[src/rtl/mc_controller_pkg.sv]
`default_nettype none
// ============================================================================
// Module      : mc_controller_pkg
// Description : Shared opcodes, ALU encodings, FSM states and fault causes
//               for the multi-cycle RV64 control unit.
// Revision    : 1.0 - initial release
// ============================================================================
package mc_controller_pkg;

  localparam logic [6:0] OP_RTYPE  = 7'b0110011;
  localparam logic [6:0] OP_LOAD   = 7'b0000011;
  localparam logic [6:0] OP_STORE  = 7'b0100011;
  localparam logic [6:0] OP_BRANCH = 7'b1100011;

  localparam logic [3:0] ALU_AND = 4'b0000;
  localparam logic [3:0] ALU_OR  = 4'b0001;
  localparam logic [3:0] ALU_ADD = 4'b0010;
  localparam logic [3:0] ALU_SUB = 4'b0110;

  typedef enum logic [2:0] {
    FETCH  = 3'd0,
    DECODE = 3'd1,
    EXEC   = 3'd2,
    MEM    = 3'd3,
    WB     = 3'd4,
    TRAP   = 3'd5
  } state_t;

  typedef enum logic [1:0] {
    CAUSE_NONE    = 2'b00,
    CAUSE_ILLEGAL = 2'b01,
    CAUSE_IMEM_TO = 2'b10,
    CAUSE_DMEM_TO = 2'b11
  } cause_t;

  // ld and sd share one class: both compute base + offset on the ALU
  typedef enum logic [1:0] {
    CLS_NONE   = 2'd0,
    CLS_RTYPE  = 2'd1,
    CLS_MEM    = 2'd2,
    CLS_BRANCH = 2'd3
  } op_class_t;

  function automatic op_class_t classify(input logic [6:0] opcode);
    op_class_t cls;
    case (opcode)
      OP_RTYPE:           cls = CLS_RTYPE;
      OP_LOAD, OP_STORE:  cls = CLS_MEM;
      OP_BRANCH:          cls = CLS_BRANCH;
      default:            cls = CLS_NONE;
    endcase
    return cls;
  endfunction

endpackage
`default_nettype wire

[src/rtl/mc_controller_if.sv]
`default_nettype none
// ============================================================================
// Module      : mc_controller_if
// Description : Instruction/data handshake and datapath control bundle
//               between the control FSM and the datapath/memory side.
// Revision    : 1.0 - initial release
// ============================================================================
interface mc_controller_if #(
  parameter int CNT_W = 64
);
  logic [31:0]      instruction;
  logic             zero;
  logic             imem_ack;
  logic             dmem_ack;
  logic             imem_req;
  logic             dmem_req;
  logic             dmem_we;
  logic             memtoreg;
  logic             alusrc;
  logic             regwrite;
  logic             pcsrc;
  logic             pc_en;
  logic [3:0]       alu_operation;
  logic             fault;
  logic [1:0]       fault_cause;
  logic [CNT_W-1:0] instret;

  modport master (
    input  instruction, zero, imem_ack, dmem_ack,
    output imem_req, dmem_req, dmem_we, memtoreg, alusrc, regwrite,
           pcsrc, pc_en, alu_operation, fault, fault_cause, instret
  );

  modport slave (
    output instruction, zero, imem_ack, dmem_ack,
    input  imem_req, dmem_req, dmem_we, memtoreg, alusrc, regwrite,
           pcsrc, pc_en, alu_operation, fault, fault_cause, instret
  );
endinterface
`default_nettype wire

[src/rtl/mc_controller_alu_decoder.sv]
`default_nettype none
// ============================================================================
// Module      : alu_decoder
// Description : Maps instruction class, funct3 and funct7[5] to an ALU
//               operation code and flags unsupported encodings.
// Revision    : 1.0 - initial release
// ============================================================================
module alu_decoder
  import mc_controller_pkg::*;
(
  input  op_class_t  i_op_class,
  input  logic [2:0] i_funct3,
  input  logic       i_funct7_b5,
  output logic [3:0] o_alu_operation,
  output logic       o_illegal
);

  always_comb begin
    o_alu_operation = ALU_ADD;
    o_illegal       = 1'b0;
    case (i_op_class)
      CLS_RTYPE: begin
        case (i_funct3)
          3'b000:  o_alu_operation = i_funct7_b5 ? ALU_SUB : ALU_ADD;
          3'b110:  o_alu_operation = ALU_OR;
          3'b111:  o_alu_operation = ALU_AND;
          default: o_illegal       = 1'b1;
        endcase
      end
      CLS_MEM: o_alu_operation = ALU_ADD;
      CLS_BRANCH: begin
        // beq compares by subtraction; the datapath reports equality on zero
        o_alu_operation = ALU_SUB;
        o_illegal       = (i_funct3 != 3'b000);
      end
      default: o_illegal = 1'b1;
    endcase
  end

endmodule
`default_nettype wire

[src/rtl/mc_controller.sv]
`default_nettype none
// ============================================================================
// Module      : mc_controller
// Description : Multi-cycle control FSM for the RV64 integer datapath with
//               handshaked memories, fault trapping and instret counting.
// Revision    : 1.0 - initial release
// ============================================================================
module mc_controller
  import mc_controller_pkg::*;
#(
  parameter int TIMEOUT_CYCLES = 255,
  parameter int CNT_W          = 64
) (
  input  logic            clk,
  input  logic            reset,
  mc_controller_if.master bus
);

  // The wait counter compares against the last tolerated count so an ack
  // landing in the cycle the budget runs out still wins.
  localparam logic [15:0] c_timeout_last = 16'(TIMEOUT_CYCLES - 1);

  state_t           r_state;
  state_t           w_state_next;
  logic [6:0]       r_opcode;
  logic [2:0]       r_funct3;
  logic             r_funct7_b5;
  logic [15:0]      r_wait_cnt;
  logic [CNT_W-1:0] r_instret;
  cause_t           r_cause;
  cause_t           w_cause_next;

  op_class_t  w_class;
  logic       w_is_store;
  logic       w_is_load;
  logic       w_wait_expired;
  logic [3:0] w_dec_alu_op;
  logic       w_dec_illegal;

  logic       w_imem_req;
  logic       w_dmem_req;
  logic       w_dmem_we;
  logic       w_memtoreg;
  logic       w_alusrc;
  logic       w_regwrite;
  logic       w_pcsrc;
  logic       w_pc_en;
  logic [3:0] w_alu_op;
  logic       w_fault;

  assign w_class        = classify(r_opcode);
  assign w_is_store     = (r_opcode == OP_STORE);
  assign w_is_load      = (r_opcode == OP_LOAD);
  assign w_wait_expired = (r_wait_cnt == c_timeout_last);

  alu_decoder u_alu_decoder (
    .i_op_class      (w_class),
    .i_funct3        (r_funct3),
    .i_funct7_b5     (r_funct7_b5),
    .o_alu_operation (w_dec_alu_op),
    .o_illegal       (w_dec_illegal)
  );

  always_ff @(posedge clk or posedge reset) begin
    if (reset) begin
      r_state     <= FETCH;
      r_opcode    <= 7'd0;
      r_funct3    <= 3'd0;
      r_funct7_b5 <= 1'b0;
      r_wait_cnt  <= 16'd0;
      r_instret   <= '0;
      r_cause     <= CAUSE_NONE;
    end else begin
      r_state <= w_state_next;
      r_cause <= w_cause_next;
      if (r_state == FETCH && bus.imem_ack) begin
        r_opcode    <= bus.instruction[6:0];
        r_funct3    <= bus.instruction[14:12];
        r_funct7_b5 <= bus.instruction[30];
      end
      // Any state change restarts the count, covering entry to FETCH and MEM
      if (w_state_next != r_state) begin
        r_wait_cnt <= 16'd0;
      end else if (r_state == FETCH || r_state == MEM) begin
        r_wait_cnt <= r_wait_cnt + 16'd1;
      end
      if (w_pc_en) begin
        r_instret <= r_instret + CNT_W'(1);
      end
    end
  end

  always_comb begin
    w_state_next = r_state;
    w_cause_next = r_cause;
    w_imem_req   = 1'b0;
    w_dmem_req   = 1'b0;
    w_dmem_we    = 1'b0;
    w_memtoreg   = 1'b0;
    w_alusrc     = 1'b0;
    w_regwrite   = 1'b0;
    w_pcsrc      = 1'b0;
    w_pc_en      = 1'b0;
    w_alu_op     = ALU_AND;
    w_fault      = 1'b0;

    case (r_state)
      FETCH: begin
        w_imem_req = 1'b1;
        if (bus.imem_ack) begin
          w_state_next = DECODE;
        end else if (w_wait_expired) begin
          w_state_next = TRAP;
          w_cause_next = CAUSE_IMEM_TO;
        end
      end
      DECODE: begin
        if (w_class == CLS_NONE) begin
          w_state_next = TRAP;
          w_cause_next = CAUSE_ILLEGAL;
        end else begin
          w_state_next = EXEC;
        end
      end
      EXEC: begin
        w_alusrc = (w_class == CLS_MEM);
        w_alu_op = w_dec_alu_op;
        if (w_dec_illegal) begin
          w_state_next = TRAP;
          w_cause_next = CAUSE_ILLEGAL;
        end else begin
          case (w_class)
            CLS_RTYPE: w_state_next = WB;
            CLS_MEM:   w_state_next = MEM;
            default: begin
              w_pc_en      = 1'b1;
              w_pcsrc      = bus.zero;
              w_state_next = FETCH;
            end
          endcase
        end
      end
      MEM: begin
        w_dmem_req = 1'b1;
        w_dmem_we  = w_is_store;
        w_alusrc   = 1'b1;
        w_alu_op   = ALU_ADD;
        if (bus.dmem_ack) begin
          if (w_is_store) begin
            w_pc_en      = 1'b1;
            w_state_next = FETCH;
          end else begin
            w_state_next = WB;
          end
        end else if (w_wait_expired) begin
          w_state_next = TRAP;
          w_cause_next = CAUSE_DMEM_TO;
        end
      end
      WB: begin
        w_regwrite   = 1'b1;
        w_pc_en      = 1'b1;
        w_memtoreg   = w_is_load;
        w_alusrc     = (w_class == CLS_MEM);
        w_alu_op     = w_dec_alu_op;
        w_state_next = FETCH;
      end
      TRAP: begin
        w_fault = 1'b1;
      end
      default: begin
        w_state_next = FETCH;
      end
    endcase

    // Reset forces FETCH immediately; keep the bus quiet until it releases
    if (reset) begin
      w_imem_req = 1'b0;
      w_dmem_req = 1'b0;
      w_dmem_we  = 1'b0;
      w_regwrite = 1'b0;
      w_pc_en    = 1'b0;
      w_pcsrc    = 1'b0;
    end
  end

  assign bus.imem_req      = w_imem_req;
  assign bus.dmem_req      = w_dmem_req;
  assign bus.dmem_we       = w_dmem_we;
  assign bus.memtoreg      = w_memtoreg;
  assign bus.alusrc        = w_alusrc;
  assign bus.regwrite      = w_regwrite;
  assign bus.pcsrc         = w_pcsrc;
  assign bus.pc_en         = w_pc_en;
  assign bus.alu_operation = w_alu_op;
  assign bus.fault         = w_fault;
  assign bus.fault_cause   = r_cause;
  assign bus.instret       = r_instret;

endmodule
`default_nettype wire
[src/flat_wrapper.sv]
// flat-port wrapper written by rule: the top's interface ports become plain ports
module mc_controller_flat import mc_controller_pkg::*;
#(
  parameter int TIMEOUT_CYCLES = 255,
  parameter int CNT_W          = 64
)
  (clk, reset, bus_instruction, bus_zero, bus_imem_ack, bus_dmem_ack, bus_imem_req, bus_dmem_req, bus_dmem_we, bus_memtoreg, bus_alusrc, bus_regwrite, bus_pcsrc, bus_pc_en, bus_alu_operation, bus_fault, bus_fault_cause, bus_instret);
  mc_controller_if #(.CNT_W(CNT_W)) bus_i ();
  input  logic clk;
  input  logic reset;
  input wire logic [$bits(bus_i.instruction)-1:0] bus_instruction;
  input wire logic [$bits(bus_i.zero)-1:0] bus_zero;
  input wire logic [$bits(bus_i.imem_ack)-1:0] bus_imem_ack;
  input wire logic [$bits(bus_i.dmem_ack)-1:0] bus_dmem_ack;
  output wire logic [$bits(bus_i.imem_req)-1:0] bus_imem_req;
  output wire logic [$bits(bus_i.dmem_req)-1:0] bus_dmem_req;
  output wire logic [$bits(bus_i.dmem_we)-1:0] bus_dmem_we;
  output wire logic [$bits(bus_i.memtoreg)-1:0] bus_memtoreg;
  output wire logic [$bits(bus_i.alusrc)-1:0] bus_alusrc;
  output wire logic [$bits(bus_i.regwrite)-1:0] bus_regwrite;
  output wire logic [$bits(bus_i.pcsrc)-1:0] bus_pcsrc;
  output wire logic [$bits(bus_i.pc_en)-1:0] bus_pc_en;
  output wire logic [$bits(bus_i.alu_operation)-1:0] bus_alu_operation;
  output wire logic [$bits(bus_i.fault)-1:0] bus_fault;
  output wire logic [$bits(bus_i.fault_cause)-1:0] bus_fault_cause;
  output wire logic [$bits(bus_i.instret)-1:0] bus_instret;
  assign bus_i.instruction = bus_instruction;
  assign bus_i.zero = bus_zero;
  assign bus_i.imem_ack = bus_imem_ack;
  assign bus_i.dmem_ack = bus_dmem_ack;
  assign bus_imem_req = bus_i.imem_req;
  assign bus_dmem_req = bus_i.dmem_req;
  assign bus_dmem_we = bus_i.dmem_we;
  assign bus_memtoreg = bus_i.memtoreg;
  assign bus_alusrc = bus_i.alusrc;
  assign bus_regwrite = bus_i.regwrite;
  assign bus_pcsrc = bus_i.pcsrc;
  assign bus_pc_en = bus_i.pc_en;
  assign bus_alu_operation = bus_i.alu_operation;
  assign bus_fault = bus_i.fault;
  assign bus_fault_cause = bus_i.fault_cause;
  assign bus_instret = bus_i.instret;
  mc_controller #(.TIMEOUT_CYCLES(TIMEOUT_CYCLES), .CNT_W(CNT_W)) u_core (.clk(clk), .reset(reset), .bus(bus_i));
endmodule
[config.mk]
export PLATFORM = sky130hd
export DESIGN_NAME = mc_controller_flat
export DESIGN_NICKNAME = d
export VERILOG_FILES = /design/src/rtl/mc_controller_pkg.sv /design/src/rtl/mc_controller_if.sv /design/src/rtl/mc_controller_alu_decoder.sv /design/src/rtl/mc_controller.sv /design/src/flat_wrapper.sv
export SDC_FILE = /design/constraint.sdc
export NUM_CORES = 1
export LEC_CHECK = 0
export CORE_MARGIN = 5
export CORE_UTILIZATION = 40
export CTS_CLUSTER_DIAMETER = 200
export DETAILED_ROUTE_END_ITERATION = 8
export PLACE_DENSITY = 0.65
export SYNTH_ARGS = -nofsm -noshare
export SYNTH_HDL_FRONTEND = slang
export SYNTH_SLANG_ARGS = --single-unit
[constraint.sdc]
create_clock -name clk -period 5.4 [get_ports clk]
set_input_delay 0.81 -clock clk [delete_from_list [all_inputs] [get_ports clk]]
set_output_delay 0.81 -clock clk [all_outputs]
set_load 0.01 [all_outputs]
==> results of run 1 <==
cell families after synthesis:
kind of cell,Yosys count,synth area share [%]
adders and majority gates,8,2.033
buffers and inverters,25,2.109
other,1,0.07615
muxes,11,2.515
DFF,96,48.78
and+or+nand+nor,214,25.30
AOI/OAI and AO/OA,33,4.803
xor gates and xnor gates,80,14.38
layer usage:
metal  GRT usage, %  vias up  wire length (um)
li1               -     1829                 -
met2          25.11       89              5431
met4          5.099        0               166
met5              0        -                 0
met3          5.082       14               539
met1          21.93     1826              5103
state kept, by name, indices dropped and copies added, names as in the netlist:
signal	flops
u_core.r_state	3
u_core.r_funct3	3
u_core.r_funct7_b5	1
u_core.bus.fault_cause	2
u_core.r_opcode	7
u_core.r_wait_cnt	16
u_core.bus.instret	64
metrics by stage:
stage | setup WS (ns) | total power [mW]
detailed placement | 0.9615 | 1.340
global route | 0.2697 | 2.097
floorplan | 0.9823 | 1.180
CTS | 0.5598 | 2.006
finish | 0.5566 | 1.980
global placement | 1.023 | 1.327
power groups by stage:
stage	sequential (mW)	combinational (mW)	clock (mW)
after floorplan	0.875	0.305	0
after global placement	0.900	0.427	0
after detailed placement	0.906	0.434	0
after CTS	0.896	0.438	0.672
after global routing	0.909	0.481	0.707
final	0.895	0.433	0.651
area by class of cell:
type / instances / area [um^2] / area share [%]
clock inverters: 4 / 52.55 / 0.8307
clock buffers: 12 / 256.5 / 4.055
inverters: 12 / 47.55 / 0.7516
multi-input cells: 347 / 2419 / 38.23
repair buffers: 94 / 938.4 / 14.83
well taps: 168 / 210.2 / 3.323
flip-flops and latches: 96 / 2402 / 37.97
placed cells by master (no fill, tap or decap), drive strengths merged, types with 3 or more instances in the layout:
cell type	Yosys	layout
xor2	28	28
and4	10	10
xnor2	52	52
and2	7	7
clkbuf	6	12
nor4	9	9
or4	3	3
o21ai	12	12
nand2b	3	3
nor2	33	33
dfrtp	96	96
mux2	11	11
nand2	41	41
nor4b	3	3
clkinv	0	3
nand4	23	23
and3	15	15
nor3	16	16
or3	4	4
or2	6	6
clkdlybuf4s50	0	93
nor3b	3	3
inv	12	12
nand3	32	32
ha	8	8
worst paths after layout:
kind | startpoint | to | slack, ns | cells after the start
max in group asynchronous | reset | u_core.bus.instret[59] | 2.83 | 3
min in group asynchronous | reset | u_core.r_wait_cnt[10] | 1.42 | 2
setup reg to reg | u_core.r_opcode[3] | u_core.r_wait_cnt[1] | 1.75 | 10
hold reg to reg | u_core.bus.instret[63] | u_core.bus.instret[63] | 0.48 | 1
hold / removal | u_core.bus.instret[63] | u_core.bus.instret[63] | 0.48 | 1
setup / recovery | u_core.r_opcode[3] | bus_pc_en | 0.56 | 11
==> run_results.csv, run 1 <==
group,metric,value,unit
critical_path,crit_path_start_kind,"flip-flop",
synthesis,synth-edff-count,0,
finish,finish.utilization,52.45,%
critical_path,crit_family,"compound AO/OA/AOI/OAI gates",
power_and_ir_drop,p_int,1.379,mW
place,dp_cells,717,
synthesis,synth_seq_cells,96,
cts,cts_tree,"built",
power_and_ir_drop,p_comb_share,21.9,%
finish,instances_no_fill,733,
outcome,status,"completed",
synthesis,syn-num-nets,513,
floorplan,die_y,121.0,um
place,placed_area,6017,um^2
power_and_ir_drop,p_switching,600.5,uW
synthesis,synthFlopType,"dfrtp_1",
synthesis,yosysMostFrequentCell,"dfrtp_1",
critical_path,slowest_stage,"a211oi_4",
detailed_routing,drt-initial-drc-count,310,
critical_path,cp-end-kind,"output port",
global_route,grt_use_total,16.30,%
floorplan,rows,40,
cts,cts.repair.resized,0,
floorplan,die_w,121.0,um
synthesis,synth_cell_type_count,63,
synthesis,yosysTopAreaCellShare,48.78,%
synthesis,seq_area_frac_synth,48.78,%
critical_path,crit_type,"reg -> out",
global_route,grt_pass1_wl,19180,um
sta,setup_violations,0,
detailed_routing,vias,3758,
cts,path_clk_slew,0.06,ns
power_and_ir_drop,seq_power_share,45.2,%
synthesis,yosysTopAreaCell,"dfrtp_1",
detailed_routing,drc,0,
sta,rsz0062_at_grt,"false",
sta,hold_ws,0.4795,ns
critical_path,critPathArrivalTime,4.03,ns
finish,fin_nets,605,
cts,clock_sinks,96,
critical_path,cpPeakStageDelay,0.63,ns
sta,period_needed,4.843,ns
synthesis,synth_cells,468,
cts,post-cts-setup-buffers,0,
place,hpwlAfterDp,8215,um
finish,num_antenna_cells,0,
cts,clock_latency,0.35,ns
finish,fillers,1089,
synthesis,synth_area,4925,um^2
global_route,antenna_found_initial,0,
critical_path,path_max_fanout,10,
hold_path,hold_path_class,"reg -> reg",
sta,slew-limit-headroom,42.11,%
detailed_routing,detail_route.wl_per_cell,15.34,um
detailed_routing,vias_per_cell,5.127,
sta,finalSetupTns,0,ns
power_and_ir_drop,swShare,30.33,%
cts,root_buffer,"clkbuf_16",
sta,fin_crit_sh,89.69,%
synthesis,syn_avg_cell_area,10.52,um^2
global_route,grt_pass1_vias,3765,
power_and_ir_drop,p_per_area,313.0,nW/um^2
critical_path,path_cells,"nand4bb_1 -> nor2_1 -> nand2_1 -> inv_1 -> ha_1 -> a21boi_0 -> o31ai_2 -> a211oi_4 -> or2_0 -> inv_2 -> clkdlybuf4s50_1",
synthesis,async_reset_ff_share,100.0,%
finish,drive_gt1_share,8.673,%
finish,finalInstanceArea,6326,um^2
sta,finalHoldViolations,0,
detailed_routing,wl,11240,um
synthesis,synth.area.top_cells,"dfrtp_1 (49%), xnor2_1 (9.1%), xor2_1 (5.0%)",
power_and_ir_drop,clkPwrFrac,32.9,%
global_route,grt_overflow_total,0,
power_and_ir_drop,p_leak,2.638,nW
global_route,grt_max_degree,60,
synthesis,yosys_warnings,0,
cts,numCtsBuffers,9,
cts,ctsHoldBuffers,0,
job,drv_cap,0,
detailed_routing,first_pass_iters,4,
critical_path,path_buf_inv,3,
critical_path,cp.required,4.59,ns
place,io_buffer_count,93,
cts,clk_path_buf_depth,2,
detailed_routing,postRouteAntennaNets,0,
sta,worst_clock_skew,0.009888,ns
cts,htree_levels,3,
synthesis,synth_common_cells,"dfrtp_1 (96), xnor2_1 (51), nand2_1 (41), nor2_1 (33), nand3_1 (32)",
sta,tightest_slew,0.8605,ns
finish,syn2layout_area_growth,28.46,%
power_and_ir_drop,vdd_drop_max,215.6,uV
floorplan,floorplan.initialDensity,40.83,%
floorplan,coreArea,12060,um^2
floorplan,io_pins,116,
place,routabilityCongestion,0.8356,
floorplan,die-area,14630,um^2
sta,slew_viol_final,0,
sta,fmax,0.2065,GHz
Note: power is estimated with default switching activity, not from simulation.
==> run 2, diff against run 1 <==
--- a/config.mk
+++ b/config.mk
@@ -10,4 +10,5 @@
 export CTS_CLUSTER_DIAMETER = 200
 export DETAILED_ROUTE_END_ITERATION = 8
+export GPL_ROUTABILITY_DRIVEN = 0
 export PLACE_DENSITY = 0.65
 export SYNTH_ARGS = -nofsm -noshare
==> constraint.sdc (replaced) <==
create_clock -name clk -period 5.4 [get_ports clk]
set_input_delay 0.54 -clock clk [delete_from_list [all_inputs] [get_ports clk]]
set_output_delay 0.54 -clock clk [all_outputs]
set_load 0.01 [all_outputs]
==> run_results.csv, run 2 (synthesized netlist as in run 1, its figures left out) <==
group,metric,value,unit
critical_path,cp.required,4.86,ns
cts,post-cts-setup-buffers,0,
cts,clk_path_buf_depth,2,
sta,layout_setup_ws,0.7536,ns
sta,worst_clock_skew,0.005862,ns
floorplan,coreArea,12060,um^2
power_and_ir_drop,p_int,1.444,mW
critical_path,crit_path_start_kind,"flip-flop",
critical_path,path_max_fanout,10,
sta,setup_violations,0,
detailed_routing,wl,11250,um
power_and_ir_drop,swShare,29.41,%
detailed_routing,postRouteAntennaNets,0,
cts,ctsHoldBuffers,0,
cts,htree_levels,3,
cts,numCtsBuffers,9,
hold_path,hold_path_class,"reg -> reg",
floorplan,die_w,121.0,um
place,io_buffer_count,93,
global_route,grt_pass1_vias,3826,
power_and_ir_drop,seq_power_share,43.7,%
global_route,grt_pass1_wl,18730,um
global_route,grt_overflow_total,0,
outcome,status,"completed",
sta,finalSetupTns,0,ns
cts,root_buffer,"clkbuf_16",
sta,tightest_slew,0.7868,ns
critical_path,crit_type,"reg -> out",
detailed_routing,drt-initial-drc-count,253,
detailed_routing,vias_per_cell,5.194,
cts,path_clk_slew,0.07,ns
detailed_routing,first_pass_iters,4,
critical_path,critPathArrivalTime,4.11,ns
global_route,antenna_found_initial,0,
cts,cts_tree,"built",
global_route,grt_max_degree,54,
floorplan,rows,40,
finish,layout_common_cells,"dfrtp_1 (96), clkdlybuf4s50_1 (93), xnor2_1 (51), nand2_1 (41), nor2_1 (33)",
sta,rsz0062_at_grt,"false",
finish,drive_gt1_share,8.526,%
cts,clock_latency,0.34,ns
critical_path,r2r_cells,11,
finish,num_antenna_cells,0,
cts,clock_sinks,96,
sta,slew_viol_final,0,
critical_path,slowest_stage,"a211oi_4",
floorplan,io_pins,116,
sta,slew-limit-headroom,47.06,%
critical_path,path_buf_inv,3,
cts,cts.repair.resized,0,
detailed_routing,drc,0,
detailed_routing,detail_route.wl_per_cell,15.38,um
finish,syn2layout_area_growth,28.91,%
critical_path,cp-end-kind,"output port",
power_and_ir_drop,p_leak,2.643,nW
critical_path,cpPeakStageDelay,0.64,ns
critical_path,crit_family,"compound AO/OA/AOI/OAI gates",
floorplan,die_y,121.0,um
power_and_ir_drop,clkPwrFrac,35.1,%
place,dp_slack,1.148,ns
job,drv_cap,0,
critical_path,regToRegSetupSlack,1.70,ns
finish,fin_nets,605,
place,hpwlAfterDp,8274,um
power_and_ir_drop,p_comb_share,21.2,%
sta,period_needed,4.646,ns
critical_path,crit_cells,11,
sta,fmax,0.2152,GHz
global_route,grt_use_total,15.81,%
detailed_routing,vias,3797,
floorplan,die-area,14630,um^2
sta,finalHoldViolations,0,
finish,final_common_cell,"dfrtp_1",
sta,hold_ws,0.4694,ns
sta,fin_crit_sh,86.04,%
power_and_ir_drop,p_switching,601.6,uW
critical_path,path_cells,"nand4bb_1 -> nor2_1 -> nand2_1 -> inv_1 -> ha_1 -> a21boi_0 -> o31ai_2 -> a211oi_4 -> or2_0 -> inv_2 -> clkdlybuf4s50_1",
hold_path,worst_hold_path.num_cells,1,
power_and_ir_drop,p_per_area,322.2,nW/um^2
floorplan,floorplan.initialDensity,40.83,%
finish,largest_reg_flops,64,
power_and_ir_drop,vdd_drop_max,189.7,uV
run 2: cell types whose count changed in the layout (fill, tap and decap cells not counted), sizes merged:
cell | before | now
bufinv | 1 | 3
clkbuf | 12 | 9
clkinv | 3 | 0
clkinvlp | 0 | 1
inv | 12 | 13
run 2: worst paths after layout:
path                                   startpoint                endpoint
max in group asynchronous                   reset   u_core.bus.instret[7]
setup reg to reg               u_core.r_opcode[3]   u_core.bus.instret[1]
min in group asynchronous                   reset  u_core.bus.instret[28]
setup / recovery               u_core.r_opcode[3]               bus_pc_en
hold reg to reg            u_core.bus.instret[63]  u_core.bus.instret[63]
hold / removal             u_core.bus.instret[63]  u_core.bus.instret[63]
run 2: routing by layer:
metal | track usage, % | up-vias | share of wire (%)
met4 | 5.170 | 0 | 0.99
met2 | 25.56 | 99 | 50
met5 | 0 | - | 0
li1 | - | 1830 | -
met3 | 4.569 | 11 | 5.1
met1 | 20.38 | 1857 | 44
run 2: stage by stage:
stage	utilization, %	area (um^2)	total power, mW	std cells
2_1_floorplan	-	4925	1.180	468
3_3_place_gp	49.89	6017	1.329	717
3_5_place_dp	49.89	6017	1.341	717
4_1_cts	52.63	6349	2.076	731
5_1_grt	52.63	6349	2.159	731
6_report	52.63	6349	2.045	731
run 2: final cells by class:
class | instances | area (um^2)
fillers | 1073 | 5713
multi-input cells | 347 | 2419
flip-flops and latches | 96 | 2402
repair buffers | 94 | 938.4
clock buffers | 9 | 225.2
well taps | 168 | 210.2
clock inverters | 5 | 106.4
inverters | 12 | 47.55
run 2: power by group through the flow:
stage / clock (mW) / combinational, mW / sequential [mW]
2_1_floorplan: 0 / 0.305 / 0.875
3_3_place_gp: 0 / 0.429 / 0.900
3_5_place_dp: 0 / 0.437 / 0.904
4_1_cts: 0.741 / 0.442 / 0.892
5_1_grt: 0.771 / 0.480 / 0.908
6_report: 0.718 / 0.434 / 0.894
run 2: worst register-to-register path, cell delays in order, from the launching register on:
cell and delay, ns:
dfrtp_1 0.37, nand4bb_1 0.35, nor2_1 0.18, nand2_1 0.16, inv_1 0.15, ha_1 0.24
a21boi_0 0.39, o31ai_2 0.15, a211oi_4 0.64, or2_0 0.42, inv_2 0.17, mux2_1 0.34
